<file path="src/rtl/cpu_pkg.sv">
// Shared CPU definitions: register-number type, the r0 constant, controller state encoding.
// Latency: n/a (types, constants and a pure combinational helper only).
// Backpressure: n/a.
package cpu_pkg;

    localparam int REG_W = 5;

    typedef logic [REG_W-1:0] reg_t;

    // r0 is hard-wired to zero, so it can never carry a real dependency.
    localparam reg_t R0 = '0;

    typedef enum logic {
        RUN     = 1'b0,
        MD_BUSY = 1'b1
    } state_t;

    // True when a used source register is produced by the given destination.
    function automatic logic src_hit(input reg_t src, input logic use_src, input reg_t rd);
        return use_src && (rd != R0) && (src == rd);
    endfunction

endpackage

</file>
<file path="src/rtl/pipe_ctrl_if.sv">
// Bundle between the pipeline datapath and its controller: hazard inputs out, register controls back.
// Latency: n/a (wires only).
// Backpressure: n/a; the controller answers combinationally within the same cycle.
//   master: datapath side (drives instruction fields, receives hold/clear controls)
//   slave : controller side (pipe_ctrl)
interface pipe_ctrl_if;
    import cpu_pkg::*;

    // ID instruction sources
    reg_t id_rs;
    reg_t id_rt;
    logic id_use_rs;
    logic id_use_rt;
    logic id_branch;
    // EX / MEM destinations
    reg_t ex_rd;
    logic ex_regwrite;
    logic ex_memread;
    reg_t mem_rd;
    logic mem_memread;
    // redirects, mul/div start, memory wait
    logic br_taken;
    logic jump;
    logic md_start;
    logic ext_stall;
    // pipeline register controls
    logic pc_hold;
    logic ifid_hold;
    logic ifid_clear;
    logic idex_hold;
    logic idex_clear;
    logic exmem_hold;
    logic exmem_clear;
    logic memwb_hold;
    logic md_done;
    logic busy;

    modport master (
        output id_rs, id_rt, id_use_rs, id_use_rt, id_branch,
        output ex_rd, ex_regwrite, ex_memread, mem_rd, mem_memread,
        output br_taken, jump, md_start, ext_stall,
        input  pc_hold, ifid_hold, ifid_clear, idex_hold, idex_clear,
        input  exmem_hold, exmem_clear, memwb_hold, md_done, busy
    );

    modport slave (
        input  id_rs, id_rt, id_use_rs, id_use_rt, id_branch,
        input  ex_rd, ex_regwrite, ex_memread, mem_rd, mem_memread,
        input  br_taken, jump, md_start, ext_stall,
        output pc_hold, ifid_hold, ifid_clear, idex_hold, idex_clear,
        output exmem_hold, exmem_clear, memwb_hold, md_done, busy
    );

endinterface

</file>
<file path="src/rtl/pipe_ctrl_hazard_detect.sv">
// Source/destination comparisons for load-use and branch-operand hazards (r0 never matches).
// Latency: purely combinational, same cycle.
// Backpressure: none; results are consumed by pipe_ctrl which decides the stall.
//   in : ID sources/use flags/branch flag, EX rd/regwrite/memread, MEM rd/memread
//   out: load_use, branch_dep
module hazard_detect
    import cpu_pkg::*;
(
    input  reg_t id_rs,
    input  reg_t id_rt,
    input  logic id_use_rs,
    input  logic id_use_rt,
    input  logic id_branch,
    input  reg_t ex_rd,
    input  logic ex_regwrite,
    input  logic ex_memread,
    input  reg_t mem_rd,
    input  logic mem_memread,
    output logic load_use,
    output logic branch_dep
);

    logic ex_hit;
    logic mem_hit;

    assign ex_hit  = src_hit(id_rs, id_use_rs, ex_rd)  || src_hit(id_rt, id_use_rt, ex_rd);
    assign mem_hit = src_hit(id_rs, id_use_rs, mem_rd) || src_hit(id_rt, id_use_rt, mem_rd);

    assign load_use = ex_memread && ex_hit;

    // Branches resolve in ID, so they also wait on an ALU result still in EX and
    // on a load still in MEM; a load in EX thus costs two re-evaluated stall cycles.
    assign branch_dep = id_branch && ((ex_regwrite && ex_hit) || (mem_memread && mem_hit));

endmodule

</file>
<file path="src/rtl/pipe_ctrl.sv">
// Pipeline hazard/stall controller: load-use and branch stalls, redirect flush, multi-cycle mul/div freeze.
// Latency: controls are combinational from state and inputs; mul/div freeze lasts MD_LAT cycles after md_start.
// Backpressure: ext_stall holds every pipeline register and suppresses all clears; the mul/div counter keeps running.
//   ports: clk, rst_n (synchronous, active-low), pif (pipe_ctrl_if.slave)
//   optional (PIPE_CTRL_PERF_EN defined): stall_cycles, flush_count 32-bit wrapping counters
module pipe_ctrl
    import cpu_pkg::*;
#(
    parameter int MD_LAT = 32
) (
    input  logic          clk,
    input  logic          rst_n,
    pipe_ctrl_if.slave    pif
`ifdef PIPE_CTRL_PERF_EN
    ,
    output logic [31:0]   stall_cycles,
    output logic [31:0]   flush_count
`endif
);

    localparam logic [7:0] CNT_LOAD = 8'(MD_LAT - 1);

    state_t     state_q, state_d;
    logic [7:0] cnt_q, cnt_d;
    logic       load_use, branch_dep;

    hazard_detect u_hazard (
        .id_rs       (pif.id_rs),
        .id_rt       (pif.id_rt),
        .id_use_rs   (pif.id_use_rs),
        .id_use_rt   (pif.id_use_rt),
        .id_branch   (pif.id_branch),
        .ex_rd       (pif.ex_rd),
        .ex_regwrite (pif.ex_regwrite),
        .ex_memread  (pif.ex_memread),
        .mem_rd      (pif.mem_rd),
        .mem_memread (pif.mem_memread),
        .load_use    (load_use),
        .branch_dep  (branch_dep)
    );

    always_ff @(posedge clk) begin
        if (!rst_n) begin
            state_q <= RUN;
            cnt_q   <= '0;
        end else begin
            state_q <= state_d;
            cnt_q   <= cnt_d;
        end
    end

    // Next state: independent of ext_stall so the mul/div unit keeps counting
    // while memory is waiting.
    always_comb begin
        state_d = state_q;
        cnt_d   = cnt_q;
        case (state_q)
            RUN: begin
                if (pif.md_start) begin
                    state_d = MD_BUSY;
                    cnt_d   = CNT_LOAD;
                end
            end
            MD_BUSY: begin
                if (cnt_q == 8'd0) begin
                    state_d = RUN;
                end else begin
                    cnt_d = cnt_q - 8'd1;
                end
            end
            default: state_d = RUN;
        endcase
    end

    // Output controls. Priority: reset, ext_stall, mul/div freeze, data stall, redirect.
    // Each branch drives at most one of hold/clear per stage.
    always_comb begin
        pif.pc_hold     = 1'b0;
        pif.ifid_hold   = 1'b0;
        pif.ifid_clear  = 1'b0;
        pif.idex_hold   = 1'b0;
        pif.idex_clear  = 1'b0;
        pif.exmem_hold  = 1'b0;
        pif.exmem_clear = 1'b0;
        pif.memwb_hold  = 1'b0;
        pif.md_done     = 1'b0;
        pif.busy        = 1'b0;

        if (!rst_n) begin
            pif.ifid_clear  = 1'b1;
            pif.idex_clear  = 1'b1;
            pif.exmem_clear = 1'b1;
        end else begin
            pif.busy    = (state_q != RUN);
            pif.md_done = (state_q == MD_BUSY) && (cnt_q == 8'd0);

            if (pif.ext_stall) begin
                pif.pc_hold    = 1'b1;
                pif.ifid_hold  = 1'b1;
                pif.idex_hold  = 1'b1;
                pif.exmem_hold = 1'b1;
                pif.memwb_hold = 1'b1;
            end else if (state_q == MD_BUSY || pif.md_start) begin
                // Freeze the front end behind the mul/div and bubble into MEM.
                pif.pc_hold     = 1'b1;
                pif.ifid_hold   = 1'b1;
                pif.idex_hold   = 1'b1;
                pif.exmem_clear = 1'b1;
            end else if (load_use || branch_dep) begin
                pif.pc_hold    = 1'b1;
                pif.ifid_hold  = 1'b1;
                pif.idex_clear = 1'b1;
            end else if (pif.br_taken || pif.jump) begin
                pif.ifid_clear = 1'b1;
            end
        end
    end

`ifdef PIPE_CTRL_PERF_EN
    always_ff @(posedge clk) begin
        if (!rst_n) begin
            stall_cycles <= '0;
            flush_count  <= '0;
        end else begin
            if (pif.pc_hold)    stall_cycles <= stall_cycles + 32'd1;
            if (pif.ifid_clear) flush_count  <= flush_count + 32'd1;
        end
    end
`endif

endmodule

</file>
<file path="src/flat_wrapper.sv">
// flat-port wrapper written by rule: the top's interface ports become plain ports
module pipe_ctrl_flat import cpu_pkg::*;
#(
    parameter int MD_LAT = 32
)
  (clk, rst_n, pif_id_rs, pif_id_rt, pif_id_use_rs, pif_id_use_rt, pif_id_branch, pif_ex_rd, pif_ex_regwrite, pif_ex_memread, pif_mem_rd, pif_mem_memread, pif_br_taken, pif_jump, pif_md_start, pif_ext_stall, pif_pc_hold, pif_ifid_hold, pif_ifid_clear, pif_idex_hold, pif_idex_clear, pif_exmem_hold, pif_exmem_clear, pif_memwb_hold, pif_md_done, pif_busy);
  pipe_ctrl_if pif_i ();
  input  logic clk;
  input  logic rst_n;
  input wire logic [$bits(pif_i.id_rs)-1:0] pif_id_rs;
  input wire logic [$bits(pif_i.id_rt)-1:0] pif_id_rt;
  input wire logic [$bits(pif_i.id_use_rs)-1:0] pif_id_use_rs;
  input wire logic [$bits(pif_i.id_use_rt)-1:0] pif_id_use_rt;
  input wire logic [$bits(pif_i.id_branch)-1:0] pif_id_branch;
  input wire logic [$bits(pif_i.ex_rd)-1:0] pif_ex_rd;
  input wire logic [$bits(pif_i.ex_regwrite)-1:0] pif_ex_regwrite;
  input wire logic [$bits(pif_i.ex_memread)-1:0] pif_ex_memread;
  input wire logic [$bits(pif_i.mem_rd)-1:0] pif_mem_rd;
  input wire logic [$bits(pif_i.mem_memread)-1:0] pif_mem_memread;
  input wire logic [$bits(pif_i.br_taken)-1:0] pif_br_taken;
  input wire logic [$bits(pif_i.jump)-1:0] pif_jump;
  input wire logic [$bits(pif_i.md_start)-1:0] pif_md_start;
  input wire logic [$bits(pif_i.ext_stall)-1:0] pif_ext_stall;
  output wire logic [$bits(pif_i.pc_hold)-1:0] pif_pc_hold;
  output wire logic [$bits(pif_i.ifid_hold)-1:0] pif_ifid_hold;
  output wire logic [$bits(pif_i.ifid_clear)-1:0] pif_ifid_clear;
  output wire logic [$bits(pif_i.idex_hold)-1:0] pif_idex_hold;
  output wire logic [$bits(pif_i.idex_clear)-1:0] pif_idex_clear;
  output wire logic [$bits(pif_i.exmem_hold)-1:0] pif_exmem_hold;
  output wire logic [$bits(pif_i.exmem_clear)-1:0] pif_exmem_clear;
  output wire logic [$bits(pif_i.memwb_hold)-1:0] pif_memwb_hold;
  output wire logic [$bits(pif_i.md_done)-1:0] pif_md_done;
  output wire logic [$bits(pif_i.busy)-1:0] pif_busy;
  assign pif_i.id_rs = pif_id_rs;
  assign pif_i.id_rt = pif_id_rt;
  assign pif_i.id_use_rs = pif_id_use_rs;
  assign pif_i.id_use_rt = pif_id_use_rt;
  assign pif_i.id_branch = pif_id_branch;
  assign pif_i.ex_rd = pif_ex_rd;
  assign pif_i.ex_regwrite = pif_ex_regwrite;
  assign pif_i.ex_memread = pif_ex_memread;
  assign pif_i.mem_rd = pif_mem_rd;
  assign pif_i.mem_memread = pif_mem_memread;
  assign pif_i.br_taken = pif_br_taken;
  assign pif_i.jump = pif_jump;
  assign pif_i.md_start = pif_md_start;
  assign pif_i.ext_stall = pif_ext_stall;
  assign pif_pc_hold = pif_i.pc_hold;
  assign pif_ifid_hold = pif_i.ifid_hold;
  assign pif_ifid_clear = pif_i.ifid_clear;
  assign pif_idex_hold = pif_i.idex_hold;
  assign pif_idex_clear = pif_i.idex_clear;
  assign pif_exmem_hold = pif_i.exmem_hold;
  assign pif_exmem_clear = pif_i.exmem_clear;
  assign pif_memwb_hold = pif_i.memwb_hold;
  assign pif_md_done = pif_i.md_done;
  assign pif_busy = pif_i.busy;
  pipe_ctrl #(.MD_LAT(MD_LAT)) u_core (.clk(clk), .rst_n(rst_n), .pif(pif_i));
endmodule
</file>
<file path="config.mk">
export PLATFORM = sky130hd
export DESIGN_NAME = pipe_ctrl_flat
export DESIGN_NICKNAME = d
export VERILOG_FILES = /design/src/rtl/cpu_pkg.sv /design/src/rtl/pipe_ctrl_if.sv /design/src/rtl/pipe_ctrl_hazard_detect.sv /design/src/rtl/pipe_ctrl.sv /design/src/flat_wrapper.sv
export SDC_FILE = /design/constraint.sdc
export NUM_CORES = 1
export LEC_CHECK = 0
export ABC_AREA = 1
export CAP_MARGIN = 20
export CELL_PAD_IN_SITES_DETAIL_PLACEMENT = 0
export CELL_PAD_IN_SITES_GLOBAL_PLACEMENT = 1
export CORE_ASPECT_RATIO = 0.5
export CORE_MARGIN = 1.5
export CORE_UTILIZATION = 26
export DETAILED_ROUTE_END_ITERATION = 16
export GPL_ROUTABILITY_DRIVEN = 0
export PLACE_DENSITY_LB_ADDON = 0.1
export SLEW_MARGIN = 5
export SYNTH_ARGS = -nofsm -noshare
export SYNTH_HDL_FRONTEND = slang
export SYNTH_SLANG_ARGS = --single-unit
</file>
<file path="constraint.sdc">
create_clock -name clk -period 1.8 [get_ports clk]
set_input_delay 0.18 -clock clk [delete_from_list [all_inputs] [get_ports clk]]
set_output_delay 0.18 -clock clk [all_outputs]
set_load 0.02 [all_outputs]
</file>
==> qor.txt <==
Clock transition at the register clock pins on the worst setup and hold paths after CTS: 0.05 ns
Floorplan die height: 46.4 um
Slew margin rel.: 0.843
Vias per cell: 4.22
Area of the core: 3510 um2
DP HPWL: 2410 um
H-Tree Depth: 1
Layout Utilization: 0.465
Number of nets at the end of the flow: 281
# setup viols final: 0
Maximum number of pins on one net before global-route repair: 10
Count of port buffers added during placement: 41
Worst setup slack after layout: 0.0634 ns
First-pass GRT wire length: 4530 um
Total design power: 850 uW
Number of optimization iterations in the first detailed-route pass: 4
Chip Width: 89.8 um
IO Count: 42
Peak ir drop on the vdd network: 0.173 mV
Most common cell after layout, fill and taps aside: sky130_fd_sc_hd__nand2_1
Number of different library cells in the post-synthesis netlist: 25
CP Data Arrival Time: 1.56 ns
Kind of path behind the tightest hold check: reg2reg
Leading area contributor after synthesis: sky130_fd_sc_hd__nand2_1
Number of maximum-capacitance violations: 0
Filler cell count in the final layout: 384
Gate Count Post-Synth: 191
Total standard cell area after synthesis: 980 um2
Total nets after synthesis: 224
CTS Buf Count: 3
Flip-flop and latch area: 180 um2
Mean instance size in the synthesized netlist: 5.13 um2
Post-layout min period: 1.74 ns
Number of vias in the routed layout: 1258
Share of layout cells above drive strength 1: 0.182
GR Util All Layers: 0.139
Number of post-CTS setup repair buffers: 0
Wire length after detailed routing: 2960 um
Actual slew at the worst max-slew pin: 0.235 ns
Clock tree from TritonCTS: yes
Synthesized flop and latch total: 9
Top library cells by usage in the layout, fill and taps aside: sky130_fd_sc_hd__nand2_1, sky130_fd_sc_hd__inv_1, sky130_fd_sc_hd__nor2_1
Crit share post-route: 0.965
Fraction of the yosys area taken by sequential cells: 0.184
Count of pins over their slew limit: 0
Clk_skew: 0.0110 ns
Min Hold Slack: 0.507 ns
Residual DRC: 0
Type of the worst setup path: in2out
Power density over the cells: 521 nW/um2
Category of the worst setup path launch point: input pin
Number of DRC markers in iteration 0: 42
FMAX: 0.576 GHz
Post-placement worst setup slack: -0.581 ns
CTS Sinks: 9
Antenna violations before repair: 0
Required time at the endpoint of the critical path: 1.62 ns
Remaining global-route overflow: 0
Number of synthesis warnings: 0
WL/cell: 9.94 um
Number of rows in the core area: 15
Area growth from synthesis to layout: 66.4%
Multi-input gate area: 669 um2
Post-synth top area share: 0.291
# hold bufs at CTS: 0
Detail Route Antenna Nets: 0
Deepest clock path buffer count: 2
Clock latency reported for the late side of the worst-skew pair: 0.24 ns
Die area: 4170 um2
Number of diodes: 0
Leak pwr: 1.03 nW
Clk Tree Root Cell: sky130_fd_sc_hd__clkbuf_8
Number of global-route vias before repair: 1080
Worst setup EP type: output port
RSZ-0062 raised after global routing: yes
Effective utilization at floorplan: 0.279
Final hold violation count: 0
Biggest area contributors in the synthesized netlist: sky130_fd_sc_hd__nand2_1, sky130_fd_sc_hd__dfxtp_1, sky130_fd_sc_hd__inv_1
Crit Path Max Fanout: 5
Result of the run: finished, final reports clean
==> worst max-delay path, stage by stage <==
cell	delay, ns
sky130_fd_sc_hd__clkdlybuf4s50_1	0.55
sky130_fd_sc_hd__buf_4	0.14
sky130_fd_sc_hd__nand2_1	0.04
sky130_fd_sc_hd__inv_1	0.05
sky130_fd_sc_hd__clkdlybuf4s50_1	0.60
==> path summary, 6_finish.rpt <==
kind | start | to | slack [ns] | cells after the start
setup / recovery | rst_n | pif_busy | 0.06 | 5
hold / removal | u_core.cnt_q[7] | u_core.cnt_q[7] | 0.51 | 2
setup reg to reg | u_core.cnt_q[1] | u_core.cnt_q[6] | 0.18 | 11
hold reg to reg | u_core.cnt_q[7] | u_core.cnt_q[7] | 0.51 | 2
==> sequential cells by signal, indices dropped and copies added (netlist names) <==
name,count
u_core.cnt_q,8
u_core.state_q,1
==> stage by stage <==
step | instance area (um2) | setup TNS (ns) | std cells
after floorplan | 980 | 0 | 191
after global placement | 1540 | -2.27 | 294
after detailed placement | 1540 | -2.18 | 294
after CTS | 1580 | -0.301 | 298
after global routing | 1630 | -0.00471 | 298
final | 1630 | 0 | 298
==> cell type report <==
type | instances | area share
Sequential cell | 9 | 0.111
Clock inverter | 1 | 0.00307
Clock buffer | 3 | 0.0253
Tap cell | 51 | 0.0391
Multi-Input combinational cell | 144 | 0.411
Inverter | 35 | 0.0821
Timing Repair Buffer | 55 | 0.329
==> what timing repair did <==
item	4_1_cts	5_1_grt
endpoints found under the hold margin	0	0
pin swaps	0	5
endpoints found under the setup margin	7	7
resized for setup	20	36
==> kinds of logic (layout without fill, tap and decap cells) <==
| logic type | after synthesis | after routing | share of synthesized area |
|---|---|---|---|
| AOI/OAI and AO/OA | 16 | 16 | 0.0932 |
| xor gates and xnor gates | 4 | 4 | 0.0358 |
| adders and majority gates | 1 | 1 | 0.0128 |
| buffers and inverters | 38 | 94 | 0.156 |
| DFF | 9 | 9 | 0.184 |
| and+or+nand+nor | 123 | 123 | 0.519 |
==> metal layers <==
metal  track usage  part of all wire  wire (um)  vias to the layer above
li1              -                 -          -                      690
met1         0.170              0.50       1480                      548
met2         0.261              0.47       1400                       18
met3        0.0231             0.022         65                        2
met4        0.0413            0.0054         16                        0
met5             0                 0          0                        -
==> synth_stat cells <==
master and count:
sky130_fd_sc_hd__o21ai_1 5, sky130_fd_sc_hd__o31ai_2 1, sky130_fd_sc_hd__inv_1 30, sky130_fd_sc_hd__xor2_1 1
sky130_fd_sc_hd__nand3_1 8, sky130_fd_sc_hd__a211oi_1 1, sky130_fd_sc_hd__dfxtp_1 9, sky130_fd_sc_hd__nand2_4 1
sky130_fd_sc_hd__nor3_1 3, sky130_fd_sc_hd__clkbuf_1 1, sky130_fd_sc_hd__nand3b_1 1, sky130_fd_sc_hd__a21oi_1 4
sky130_fd_sc_hd__inv_2 4, sky130_fd_sc_hd__nor2_2 1, sky130_fd_sc_hd__buf_4 2, sky130_fd_sc_hd__ha_1 1
sky130_fd_sc_hd__xnor2_1 3, sky130_fd_sc_hd__nand2_1 76, sky130_fd_sc_hd__o21ai_0 4, sky130_fd_sc_hd__a31oi_1 1
sky130_fd_sc_hd__inv_4 1, sky130_fd_sc_hd__nand4_1 4, sky130_fd_sc_hd__nand2_2 1, sky130_fd_sc_hd__nor2_1 27
sky130_fd_sc_hd__nor3_2 1
==> power breakdown <==
part	internal [mW]	switching [mW]
registers	0.221	0.0178
logic	0.178	0.200
clock network	0.151	0.0823
total	0.549	0.301
Power figures use the tool's default switching activity.
